[src/rtl/alu_pkg.sv]
// alu_pkg: shared widths, result-select encodings and helpers for the ALU datapath.
package alu_pkg;
    localparam int ALU_N = 16;
    localparam logic [3:0] SEL_ADD   = 4'b0001;
    localparam logic [3:0] SEL_MULT  = 4'b0010;
    localparam logic [3:0] SEL_DIV   = 4'b0100;
    localparam logic [3:0] SEL_LOGIC = 4'b1000;
    // Output FIFO entry layout: {carry, zero, data}
    typedef struct packed {
        logic             carry;
        logic             zero;
        logic [ALU_N-1:0] data;
    } entry_t;
    function automatic logic is_onehot(input logic [3:0] s);
        return (s != 4'd0) && ((s & (s - 4'd1)) == 4'd0);
    endfunction
endpackage

[src/rtl/result_fifo.sv]
// result_fifo: small registered FIFO; head reads as zero when empty, no fall-through or bypass.
module result_fifo #(
    parameter int W     = 18,
    parameter int DEPTH = 2
) (
    input  logic         clk,
    input  logic         rst_n,
    input  logic         push,
    input  logic         pop,
    input  logic [W-1:0] din,
    output logic         not_full,
    output logic         not_empty,
    output logic [W-1:0] dout
);
    localparam int AW = $clog2(DEPTH);
    localparam logic [AW:0] CAP = (AW+1)'(DEPTH);
    logic [W-1:0]  mem_q [DEPTH];
    logic [W-1:0]  mem_d [DEPTH];
    logic [AW-1:0] wr_q, wr_d, rd_q, rd_d;
    logic [AW:0]   cnt_q, cnt_d;
    logic          do_push, do_pop;
    always_comb begin
        not_full  = cnt_q < CAP;
        not_empty = cnt_q != '0;
        do_push   = push & not_full;
        do_pop    = pop & not_empty;
        mem_d     = mem_q;
        if (do_push) mem_d[wr_q] = din;
        wr_d  = do_push ? wr_q + 1'b1 : wr_q;
        rd_d  = do_pop ? rd_q + 1'b1 : rd_q;
        cnt_d = cnt_q + (AW+1)'(do_push) - (AW+1)'(do_pop);
        dout  = not_empty ? mem_q[rd_q] : '0;
    end
    // Storage needs no reset: the head is masked by the count.
    always_ff @(posedge clk) mem_q <= mem_d;
    always_ff @(posedge clk or negedge rst_n) begin
        if (!rst_n) begin
            wr_q  <= '0;
            rd_q  <= '0;
            cnt_q <= '0;
        end else begin
            wr_q  <= wr_d;
            rd_q  <= rd_d;
            cnt_q <= cnt_d;
        end
    end
endmodule

[src/rtl/alu_result_stage.sv]
// alu_result_stage: selects the functional-unit result, updates the accumulator and
// queues {carry, zero, data} for a valid/ready consumer.
module alu_result_stage
    import alu_pkg::*;
#(
    parameter int N     = ALU_N,
    parameter int DEPTH = 2
) (
    input  logic         clk,
    input  logic         rst_n,
    input  logic         in_valid,
    output logic         in_ready,
    input  logic [3:0]   res_s,
    input  logic [N-1:0] r0,
    input  logic [N-1:0] r1,
    input  logic [N-1:0] r2,
    input  logic [N-1:0] r3,
    input  logic         carry_in,
    input  logic         acc_we,
    input  logic         acc_clr,
    output logic [N-1:0] acc_val,
    output logic         out_valid,
    input  logic         out_ready,
    output logic [N-1:0] out_data,
    output logic         out_zero,
    output logic         out_carry,
    output logic         sel_err,
    output logic [7:0]   txn_cnt
);
    logic [N-1:0] sel, acc_q, acc_d;
    logic [N+1:0] head;
    logic         accept, push, sel_err_q, sel_err_d;
    logic [7:0]   txn_cnt_q, txn_cnt_d;
    always_comb begin
        sel = ({N{res_s[3]}} & r3) | ({N{res_s[2]}} & r2) | ({N{res_s[1]}} & r1) | ({N{res_s[0]}} & r0);
        accept    = in_valid & in_ready;
        push      = accept & is_onehot(res_s);
        sel_err_d = sel_err_q | (accept & ~is_onehot(res_s));
        txn_cnt_d = txn_cnt_q + 8'(push);
        acc_d     = acc_clr ? '0 : (push & acc_we) ? sel : acc_q;
    end
    result_fifo #(.W(N + 2), .DEPTH(DEPTH)) u_fifo (
        .clk       (clk),
        .rst_n     (rst_n),
        .push      (push),
        .pop       (out_ready),
        .din       ({carry_in & res_s[0], sel == '0, sel}),
        .not_full  (in_ready),
        .not_empty (out_valid),
        .dout      (head)
    );
    always_ff @(posedge clk or negedge rst_n) begin
        if (!rst_n) begin
            acc_q     <= '0;
            sel_err_q <= 1'b0;
            txn_cnt_q <= '0;
        end else begin
            acc_q     <= acc_d;
            sel_err_q <= sel_err_d;
            txn_cnt_q <= txn_cnt_d;
        end
    end
    assign acc_val   = acc_q;
    assign sel_err   = sel_err_q;
    assign txn_cnt   = txn_cnt_q;
    assign out_data  = head[N-1:0];
    assign out_zero  = head[N];
    assign out_carry = head[N+1];
endmodule

[config.mk]
export PLATFORM = sky130hd
export DESIGN_NAME = alu_result_stage
export DESIGN_NICKNAME = d
export VERILOG_FILES = /design/src/rtl/alu_pkg.sv /design/src/rtl/result_fifo.sv /design/src/rtl/alu_result_stage.sv
export SDC_FILE = /design/constraint.sdc
export NUM_CORES = 1
export LEC_CHECK = 0
export CAP_MARGIN = 20
export CORE_MARGIN = 3
export CORE_UTILIZATION = 47
export CTS_CLUSTER_SIZE = 28
export DETAILED_ROUTE_END_ITERATION = 10
export PLACE_DENSITY = 0.89
export SLEW_MARGIN = 10
export SYNTH_ARGS = -nofsm -noshare
export SYNTH_HDL_FRONTEND = slang
export SYNTH_SLANG_ARGS = --single-unit
[constraint.sdc]
create_clock -name clk -period 3.46 [get_ports clk]
set_input_delay 0.865 -clock clk [delete_from_list [all_inputs] [get_ports clk]]
set_output_delay 0.865 -clock clk [all_outputs]
set_load 0.01 [all_outputs]
**After elaboration in Yosys (flattened, before gate mapping)**

Cells that the tools add are included.

- Register bits after elaboration: 65
- Latch bits: 0
- RAM bits: 0
- Bits in read-only memories: 0
- Bits of input ports: 75
- Memories kept: 0

- Add/sub/neg operators: 6
- $mul: 0
- Div/mod/pow operators: 0
- $lt $le $gt $ge: 4
- Eq/ne operators: 0
- Shift-type cells: 0
- Mux-type cells: 9
- Bitwise gates (word level): 19
- Reductions and logical operators: 7

Operators with widths:

| cell | count |
|---|---|
| two-way mux 18 bit | 5 |
| AND 16 bit | 4 |
| bitwise OR 16 bit | 3 |
| bitwise mux 36 bit | 1 |
| two-way mux 16 bit | 2 |
| demux 18 bit (select 1 bit) | 1 |
| logical NOT 16 bit | 1 |
| adder 8 x 1 -> 8 bit | 1 |
| AND 1 bit | 7 |
| AND 4 bit | 1 |
| >= comparator 2 bit, second input constant | 2 |
| logical NOT 4 bit | 1 |
| inverter 1 -> 2 bit | 2 |
| nonzero test 2 bit | 2 |
| nonzero test 4 bit | 1 |
| subtractor 4 x 1 -> 4 bit, second input constant | 1 |
| adder 1 bit, second input constant | 2 |
| adder 2 x 1 -> 2 bit | 1 |
| logical AND 1 bit | 2 |
| less-than comparator 2 x 1 -> 1 bit, second input constant | 1 |
| less-than comparator 2 bit, second input constant | 1 |
| subtractor 2 x 1 -> 2 bit | 1 |
| inverter 1 bit | 1 |
| bitwise OR 1 bit | 1 |

**Logic depth before layout (Yosys ltp)**

Gate-level depths: netlist (run 1).

- Depth after elaboration: 8
- Mapped depth: 10
- Mapped depth without buffers: 8

**Hierarchy**

A second synthesis (run 1) with hierarchy kept.

- Cells, all modules: 263
- Area total of the unflattened synthesis: 3179.3 um^2

By module, submodules not included:

| module | times used | cells an instance | area each (um^2) | seq. area each (um^2) |
|---|---|---|---|---|
| alu_result_stage | 1 | 167 | 1592.8 | 625.6 |
| result_fifo | 1 | 96 | 1586.5 | 1181.1 |

**Worst setup path after synthesis (run 1)**

No wires, ideal clock.

- Path type: in2reg
- Start point: input port res_s[2]
- End point: register u_fifo.mem_q[18] in the netlist's numbering (enable)
- Setup time: 0.395 ns
- Arrival time: 2.818 ns
- Required time: 3.065 ns
- Slack: 0.247 ns
- Stages on the path: 6
- Path buffers: 2
- Path through: buf_2 > or4b_1 > o311ai_1 > buf_6 > and2b_2 > nor2b_1

- Longest elaborated chain between the ends: 6
- Elaborated cells on any way between the ends: 7

RTL lines:

| element | line | source |
|---|---|---|
| start, declared | alu_result_stage.sv:13 | `input logic [3:0] res_s,` |
| subtractor 4 x 1 -> 4 bit | alu_pkg.sv:15 | `return (s != 4'd0) && ((s & (s - 4'd1)) == 4'd0);` |
| AND 4 bit | alu_pkg.sv:15 |  |
| logical NOT 4 bit | alu_pkg.sv:15 |  |
| logical AND 1 bit * | alu_pkg.sv:15 |  |
| AND 1 bit * | alu_result_stage.sv:37 | `push = accept & is_onehot(res_s);` |
| AND 1 bit * | result_fifo.sv:25 | `do_push = push & not_full;` |
| end signal, assigned | result_fifo.sv:35 | `always_ff @(posedge clk) mem_q <= mem_d;` |
| end, declared | result_fifo.sv:17 | `logic [W-1:0] mem_q [DEPTH];` |

Every way passes the cells marked *; elsewhere a longest branch is shown, timed or not.
A chain may end at the register's enable or synchronous reset.

**Worst setup path after layout (run 1)**

- Start point: input port res_s[3]
- End point: register txn_cnt_q[6] (netlist: txn_cnt[6])

- Longest elaborated chain between the ends: 6
- Elaborated cells on any way between the ends: 7

RTL lines:

| element | line | source |
|---|---|---|
| subtractor 4 x 1 -> 4 bit | alu_pkg.sv:15 |  |
| AND 4 bit | alu_pkg.sv:15 |  |
| logical NOT 4 bit | alu_pkg.sv:15 |  |
| logical AND 1 bit * | alu_pkg.sv:15 |  |
| AND 1 bit * | alu_result_stage.sv:37 |  |
| adder 8 x 1 -> 8 bit * | alu_result_stage.sv:39 | `txn_cnt_d = txn_cnt_q + 8'(push);` |
| net txn_cnt_d[6] | alu_result_stage.sv:33 | `logic [7:0] txn_cnt_q, txn_cnt_d;` |
| end signal, assigned | alu_result_stage.sv:60 | `txn_cnt_q <= txn_cnt_d;` |
| end, declared | alu_result_stage.sv:33 |  |

Mark *: on every way through the listed nets, which the timed path passes. The rest lies on a longest branch.

==> run_summary.xml, run 1 <==
<?xml version="1.0" encoding="UTF-8"?>
<metrics>
  <group name="cells_and_area">
    <metric name="final_cell_count_no_fill" unit="">468</metric>
    <metric name="multiInputGateArea" unit="um^2">1110</metric>
    <metric name="fillCellCount" unit="">436</metric>
    <metric name="finish.instance_area" unit="um^2">4620</metric>
    <metric name="nNetsFinal" unit="">465</metric>
    <metric name="drive_gt1_share" unit="%">9.97</metric>
    <metric name="layout.area.seq" unit="um^2">1810</metric>
    <metric name="area.growth.synth_to_final" unit="%">48.4</metric>
    <metric name="n_antenna_cell" unit="">0</metric>
  </group>
  <group name="placement">
    <metric name="io_buffers" unit="">119</metric>
    <metric name="placed_cells" unit="">452</metric>
    <metric name="place_worst_setup_slack" unit="ps">304</metric>
    <metric name="place_hpwl" unit="um">6210</metric>
    <metric name="dpl_cell_area" unit="um^2">4390</metric>
    <metric name="gpl.final_weighted_congestion" unit="">0.832</metric>
  </group>
  <group name="global_route">
    <metric name="tot_gr_track_use" unit="%">24.0</metric>
    <metric name="first_global_vias" unit="">2774</metric>
    <metric name="maximum_number_of_pins_on_one_net_before_global_route_repair" unit="">30</metric>
    <metric name="grt_overflow" unit="">0</metric>
    <metric name="global_route_wire_length_before_repair" unit="um">13500</metric>
    <metric name="antenna_found_initial" unit="">0</metric>
  </group>
  <group name="yosys">
    <metric name="avgSynthCellArea" unit="um^2">11.9</metric>
    <metric name="seq_area_frac_synth" unit="%">58.0</metric>
    <metric name="synth.cell_area" unit="um^2">3120</metric>
    <metric name="ys.flop_type" unit="">edfxtp_1</metric>
    <metric name="postSynth.asyncResetShare" unit="%">44.6</metric>
    <metric name="syn-num-nets" unit="">340</metric>
    <metric name="synth_cell_type_count" unit="">32</metric>
    <metric name="ys_ff_latch" unit="">65</metric>
    <metric name="post_synth_edffs" unit="">36</metric>
    <metric name="syn_inst" unit="">261</metric>
    <metric name="synth_warnings" unit="">0</metric>
  </group>
  <group name="drt">
    <metric name="antenna_violating_nets_post_route" unit="">0</metric>
    <metric name="vias" unit="">2563</metric>
    <metric name="dr.first_iter.drc_count" unit="">165</metric>
    <metric name="totalWireLength" unit="um">8430</metric>
    <metric name="routed_wire_length_per_instance" unit="um">18.0</metric>
    <metric name="dr.pass1.iters" unit="">4</metric>
    <metric name="post-route-drc-count" unit="">0</metric>
    <metric name="route.detailed.vias_per_inst" unit="">5.48</metric>
  </group>
  <group name="worst_setup_path">
    <metric name="critPathRequiredTime" unit="ps">3680</metric>
    <metric name="setup.worst_path.start_class" unit="">input port</metric>
    <metric name="timing.critical_path.mode_cell" unit="">ha_1</metric>
    <metric name="crit_path_max_incr_delay" unit="ps">540</metric>
    <metric name="worst_ep_arrival_time" unit="ps">3010</metric>
    <metric name="crit_fanout" unit="">4</metric>
    <metric name="endpoint_kind" unit="">register</metric>
    <metric name="critical_path.slowest_cell" unit="">or4b_1</metric>
    <metric name="worstSetupPathType" unit="">in -&gt; reg</metric>
    <metric name="cp_cell_sequence" unit="">clkdlybuf4s50_1 &gt; or4b_1 &gt; o311ai_2 &gt; and2b_2 &gt; ha_1 &gt; ha_1 &gt; and3_1 &gt; nand3_1 &gt; xnor2_1</metric>
  </group>
  <group name="cts">
    <metric name="cts_buffers" unit="">9</metric>
    <metric name="cts-hold-fix-buffers" unit="">0</metric>
    <metric name="cts_h_tree_depth" unit="">3</metric>
    <metric name="sink_count" unit="">65</metric>
    <metric name="clock-root-buffer" unit="">clkbuf_8</metric>
    <metric name="cts_buffer_depth" unit="">2</metric>
    <metric name="cts_repair_resize_count" unit="">0</metric>
    <metric name="postCtsSetupRepairBufs" unit="">0</metric>
    <metric name="cts_tree" unit="">done</metric>
    <metric name="clk-insertion-delay-late" unit="ps">340</metric>
    <metric name="clkTransAtPathRegs" unit="ps">70</metric>
  </group>
  <group name="pwr">
    <metric name="power.switching_fraction" unit="%">29.2</metric>
    <metric name="total_leakage_power" unit="nW">1.90</metric>
    <metric name="net_load_switching_power" unit="mW">0.772</metric>
    <metric name="intPower" unit="mW">1.87</metric>
    <metric name="power.ir.vdd_worst" unit="mV">0.359</metric>
    <metric name="clock_power_share" unit="%">28.7</metric>
    <metric name="power_per_cell_area" unit="nW/um^2">572</metric>
    <metric name="total_power_consumption_of_the_routed_design" unit="mW">2.64</metric>
    <metric name="combinationalPowerShare" unit="%">35.0</metric>
    <metric name="seq_power_share" unit="%">36.3</metric>
  </group>
  <group name="floorplanning">
    <metric name="die_area" unit="um^2">7640</metric>
    <metric name="die_width" unit="um">87.4</metric>
    <metric name="core-area" unit="um^2">6390</metric>
    <metric name="row_count" unit="">29</metric>
    <metric name="die_height" unit="um">87.4</metric>
    <metric name="start_util" unit="%">48.8</metric>
    <metric name="i_o_pin_total" unit="">120</metric>
  </group>
  <group name="sta">
    <metric name="setup_slack" unit="ps">676</metric>
    <metric name="worst-slew-pin-transition" unit="ps">717</metric>
    <metric name="grt_setup_unrepaired" unit="">no</metric>
    <metric name="setup_tns" unit="ps">0</metric>
    <metric name="timing.final.crit_share" unit="%">80.5</metric>
    <metric name="drv_slew" unit="">0</metric>
    <metric name="fmax" unit="GHz">0.359</metric>
    <metric name="slew-limit-headroom" unit="%">52.0</metric>
    <metric name="timing_hold_violations_final" unit="">0</metric>
    <metric name="setup_viol" unit="">0</metric>
    <metric name="timing.final.crit_period" unit="ps">2780</metric>
    <metric name="finClkSkew" unit="ps">7.48</metric>
  </group>
  <group name="status">
    <metric name="outcome" unit="">finished, final reports clean</metric>
  </group>
  <group name="min_path">
    <metric name="hold_path.class" unit="">reg -&gt; reg</metric>
  </group>
  <group name="job">
    <metric name="drv.max_cap_violation_count" unit="">0</metric>
  </group>
</metrics>
==> state kept, by name, indices dropped and copies added (netlist names) <==
signal / count
txn_cnt: 8
u_fifo.cnt_q: 2
u_fifo.mem_q: 36
sel_err: 1
u_fifo.wr_q: 1
u_fifo.rd_q: 1
acc_val: 16
==> stage by stage <==
step	hold WS (ps)	util (%)
after floorplan	455	-
after global placement	460	68.7
after detailed placement	465	68.7
after CTS	489	72.4
after global routing	500	72.4
final	486	72.4
==> power by group through the flow <==
stage / registers [mW] / clock network, mW / logic [mW]
2_1_floorplan: 0.976 / 0 / 0.441
3_3_place_gp: 0.973 / 0 / 0.908
3_5_place_dp: 0.973 / 0 / 0.930
4_1_cts: 0.961 / 0.765 / 0.937
5_1_grt: 0.971 / 0.799 / 1.00
6_report: 0.961 / 0.758 / 0.926
==> path summary, 6_finish.rpt <==
kind,start,end,slack [ps],cells past startpoint
max in group asynchronous,rst_n,txn_cnt[5],2280,2
max,res_s[3],txn_cnt[6],680,9
max reg2reg,u_fifo.cnt_q[1],txn_cnt[6],1630,8
min reg2reg,u_fifo.rd_q,u_fifo.rd_q,490,1
min in group asynchronous,rst_n,acc_val[12],910,2
min,u_fifo.rd_q,u_fifo.rd_q,490,1
==> cell type report <==
class | instances | area share [%]
Timing Repair Buffer | 134 | 28.2
Sequential cell | 65 | 39.1
Tap cell | 77 | 2.08
Clock buffer | 9 | 2.68
Multi-Input combinational cell | 156 | 24.0
Clock inverter | 7 | 2.36
Inverter | 20 | 1.62
==> cell families (layout without fill, tap and decap cells) <==
| family | count (synthesis) | after routing | synth area share (%) |
|---|---|---|---|
| XOR/XNOR | 11 | 11 | 3.09 |
| AND/OR/NAND/NOR | 57 | 57 | 8.88 |
| adder cells (fa/ha/maj) | 4 | 4 | 1.61 |
| AO/OA/AOI/OAI | 66 | 66 | 15.9 |
| flip-flops | 65 | 65 | 58.0 |
| multiplexers | 18 | 18 | 5.78 |
| buffers and inverters | 40 | 170 | 6.71 |
==> layer usage <==
| layer | up-vias | wire length (um) | GRT usage [%] | part of all wire, % |
|---|---|---|---|---|
| met5 | - | 0 | 0 | 0 |
| met1 | 1220 | 3120 | 28.1 | 37 |
| li1 | 1199 | - | - | - |
| met2 | 110 | 4290 | 38.8 | 51 |
| met4 | 0 | 367 | 14.1 | 4.4 |
| met3 | 34 | 646 | 7.10 | 7.7 |
==> synthesized netlist by cell type, drive strengths merged (3+ instances only) <==
cell    count  area, um^2
a211oi     16         160
a21oi      16        80.1
a22oi      32         240
and2        3        18.8
buf        15         115
clkbuf      5        18.8
dfrtp      29         726
edfxtp     36        1080
ha          4        50.1
inv        20        75.1
mux2i      18         180
nand2      18        67.6
nor2       19        71.3
nor2b       3        18.8
nor4        4        25.0
xnor2       7        61.3
xor2        4        35.0
==> critical path: cells and delay by family <==
kind / cells / cell delay, ps
compound gates: 1 / 110
xor+xnor: 1 / 140
fa+ha+maj: 2 / 370
buf+inv: 1 / 470
simple gates: 4 / 1060
==> placed cells by master, fill, tap and decap left out, types with 3 or more instances in the layout <==
cell and n:
nand2_1 18, a211oi_2 8, inv_1 19, clkdlybuf4s50_1 119, nor4_1 4, ha_1 4
a211oi_1 8, clkinv_1 3, dfrtp_1 29, clkbuf_8 9, buf_4 15, mux2i_1 18
bufinv_16 3, nor2_1 19, a22oi_1 32, a21oi_1 16, xor2_1 4, xnor2_1 7
edfxtp_1 36, nor2b_1 3
No activity file was read; power rests on OpenSTA's default activity.
==> run 2, diff against run 1 <==
- CORE_UTILIZATION: 47 -> 40
- PLACE_DENSITY: 0.89 -> 0.81
- clock period: 3.46 -> 2.47 ns (I/O delays scaled with it)
==> run_summary.xml, run 2 (synthesized netlist as in run 1, its figures left out) <==
<?xml version="1.0" encoding="UTF-8"?>
<metrics>
  <group name="status">
    <metric name="outcome" unit="">finished, final reports clean</metric>
  </group>
  <group name="pwr">
    <metric name="power.ir.vdd_worst" unit="mV">0.399</metric>
    <metric name="seq_power_share" unit="%">38.2</metric>
    <metric name="power_per_cell_area" unit="nW/um^2">737</metric>
    <metric name="total_leakage_power" unit="nW">1.98</metric>
    <metric name="intPower" unit="mW">2.46</metric>
    <metric name="net_load_switching_power" unit="mW">1.08</metric>
    <metric name="clock_power_share" unit="%">23.9</metric>
    <metric name="combinationalPowerShare" unit="%">37.8</metric>
    <metric name="power.switching_fraction" unit="%">30.5</metric>
  </group>
  <group name="cts">
    <metric name="cts_buffer_depth" unit="">2</metric>
    <metric name="cts_h_tree_depth" unit="">3</metric>
    <metric name="clk-insertion-delay-late" unit="ps">340</metric>
    <metric name="sink_count" unit="">65</metric>
    <metric name="clock-root-buffer" unit="">clkbuf_8</metric>
    <metric name="cts-hold-fix-buffers" unit="">0</metric>
    <metric name="clkTransAtPathRegs" unit="ps">60</metric>
    <metric name="cts_tree" unit="">done</metric>
    <metric name="cts_buffers" unit="">9</metric>
  </group>
  <group name="sta">
    <metric name="fmax" unit="GHz">0.410</metric>
    <metric name="timing.final.crit_share" unit="%">98.8</metric>
    <metric name="drv_slew" unit="">0</metric>
    <metric name="slew-limit-headroom" unit="%">51.6</metric>
    <metric name="finClkSkew" unit="ps">4.21</metric>
    <metric name="worst-slew-pin-transition" unit="ps">724</metric>
    <metric name="timing_hold_violations_final" unit="">0</metric>
    <metric name="timing.final.crit_period" unit="ps">2440</metric>
    <metric name="worst_hold_slack" unit="ps">503</metric>
    <metric name="grt_setup_unrepaired" unit="">yes</metric>
    <metric name="setup_slack" unit="ps">29.3</metric>
    <metric name="setup_viol" unit="">0</metric>
  </group>
  <group name="min_path">
    <metric name="hold_path.class" unit="">reg -&gt; reg</metric>
  </group>
  <group name="cells_and_area">
    <metric name="drive_gt1_share" unit="%">15.8</metric>
    <metric name="nNetsFinal" unit="">480</metric>
    <metric name="mostFrequentLayoutCell" unit="">clkdlybuf4s50_1</metric>
    <metric name="n_antenna_cell" unit="">0</metric>
    <metric name="largest_register_ffs" unit="">36</metric>
    <metric name="area.growth.synth_to_final" unit="%">54.3</metric>
    <metric name="largest_register" unit="">u_fifo.mem_q</metric>
    <metric name="layout_common_cells" unit="">clkdlybuf4s50_1, edfxtp_1, a22oi_1, dfrtp_1, buf_4</metric>
  </group>
  <group name="global_route">
    <metric name="grt_overflow" unit="">0</metric>
    <metric name="maximum_number_of_pins_on_one_net_before_global_route_repair" unit="">30</metric>
    <metric name="first_global_vias" unit="">2691</metric>
    <metric name="antenna_found_initial" unit="">0</metric>
    <metric name="global_route_wire_length_before_repair" unit="um">13600</metric>
    <metric name="tot_gr_track_use" unit="%">20.3</metric>
  </group>
  <group name="placement">
    <metric name="gpl.final_weighted_congestion" unit="">0.799</metric>
    <metric name="io_buffers" unit="">119</metric>
    <metric name="place_worst_setup_slack" unit="ps">-375</metric>
    <metric name="place_hpwl" unit="um">6560</metric>
  </group>
  <group name="drt">
    <metric name="antenna_violating_nets_post_route" unit="">0</metric>
    <metric name="route.detailed.vias_per_inst" unit="">5.08</metric>
    <metric name="dr.first_iter.drc_count" unit="">100</metric>
    <metric name="routed_wire_length_per_instance" unit="um">16.9</metric>
    <metric name="totalWireLength" unit="um">8540</metric>
    <metric name="dr.pass1.iters" unit="">5</metric>
    <metric name="post-route-drc-count" unit="">0</metric>
    <metric name="vias" unit="">2566</metric>
  </group>
  <group name="floorplanning">
    <metric name="start_util" unit="%">42.1</metric>
    <metric name="die_height" unit="um">94.3</metric>
    <metric name="die_width" unit="um">94.3</metric>
    <metric name="row_count" unit="">31</metric>
    <metric name="die_area" unit="um^2">8880</metric>
    <metric name="core-area" unit="um^2">7410</metric>
    <metric name="i_o_pin_total" unit="">120</metric>
  </group>
  <group name="worst_setup_path">
    <metric name="crit_fanout" unit="">4</metric>
    <metric name="worst_ep_arrival_time" unit="ps">2660</metric>
    <metric name="rrSetupSlack" unit="ps">720</metric>
    <metric name="setup.worst_path.start_class" unit="">input port</metric>
    <metric name="worstSetupPathType" unit="">in -&gt; reg</metric>
    <metric name="endpoint_kind" unit="">register</metric>
    <metric name="critPathRequiredTime" unit="ps">2690</metric>
  </group>
  <group name="job">
    <metric name="drv.max_cap_violation_count" unit="">0</metric>
  </group>
</metrics>
## run 2: cell count changes in the layout (fill, tap and decap cells not counted), sizes merged
cell | before | now
bufinv | 3 | 1
buf | 15 | 30
clkdlybuf4s50 | 119 | 116
dlymetal6s2s | 0 | 1
dlygate4sd2 | 0 | 2
clkinv | 3 | 5
## run 2: final timing paths
kind                                         to       startpoint  cells past startpoint
worst max register to register  u_fifo.cnt_q[1]  u_fifo.cnt_q[1]                      8
max in group asynchronous            acc_val[1]            rst_n                      2
worst max-delay path                 txn_cnt[6]         res_s[2]                      9
worst min register to register       txn_cnt[6]       txn_cnt[6]                      1
worst min-delay path                 txn_cnt[6]       txn_cnt[6]                      1
min in group asynchronous            txn_cnt[5]            rst_n                      2
## run 2: final cells by class
type                    count  area, um^2
fillers                   564        2600
repair buffers            149        1450
inverters                  20        75.1
clock inverters             7        61.3
well taps                  99         124
multi-input cells         156        1170
flip-flops and latches     65        1810
clock buffers               9         124
## run 2: timing repair
action                     in CTS  in global routing
buffers inserted                1                  0
gates resized for setup         6                  2
setup endpoints to repair       1                 14
pin swaps                       1                  1
## run 2: per-layer routing
layer	track usage, %	vias up	share of wire (%)
li1	-	1233	-
met1	25.5	1232	43
met2	34.2	83	51
met3	4.97	18	4.6
met4	7.10	0	2.2
met5	0	-	0
## run 2: power groups by stage
| stage | Combinational [mW] | Sequential, mW | Clock, mW |
|---|---|---|---|
| after floorplan | 0.628 | 1.38 | 0 |
| after global placement | 1.31 | 1.37 | 0 |
| after detailed placement | 1.34 | 1.38 | 0 |
| after CTS | 1.35 | 1.36 | 0.861 |
| after global routing | 1.46 | 1.37 | 0.921 |
| final | 1.34 | 1.36 | 0.847 |
## run 2: worst max-delay path, stage by stage
cell and delay, ps:
clkdlybuf4s50_1 470, or4b_4 520, o311ai_4 120, and2b_2 240, ha_4 160, ha_4 130
and3_4 190, nand3_2 80, xnor2_1 130
## run 2: metrics by stage
| stage | utilization (%) | total power, mW | cells | cell area (um^2) | setup TNS [ps] |
|---|---|---|---|---|---|
| after floorplan | - | 2.01 | 261 | 3170 | -28.7 |
| after global placement | 62.0 | 2.68 | 488 | 4590 | -13250 |
| after detailed placement | 62.0 | 2.72 | 488 | 4590 | -16050 |
| after CTS | 64.8 | 3.57 | 505 | 4800 | 0 |
| after global routing | 64.9 | 3.75 | 505 | 4810 | -4.21 |
| final | 64.9 | 3.54 | 505 | 4810 | 0 |
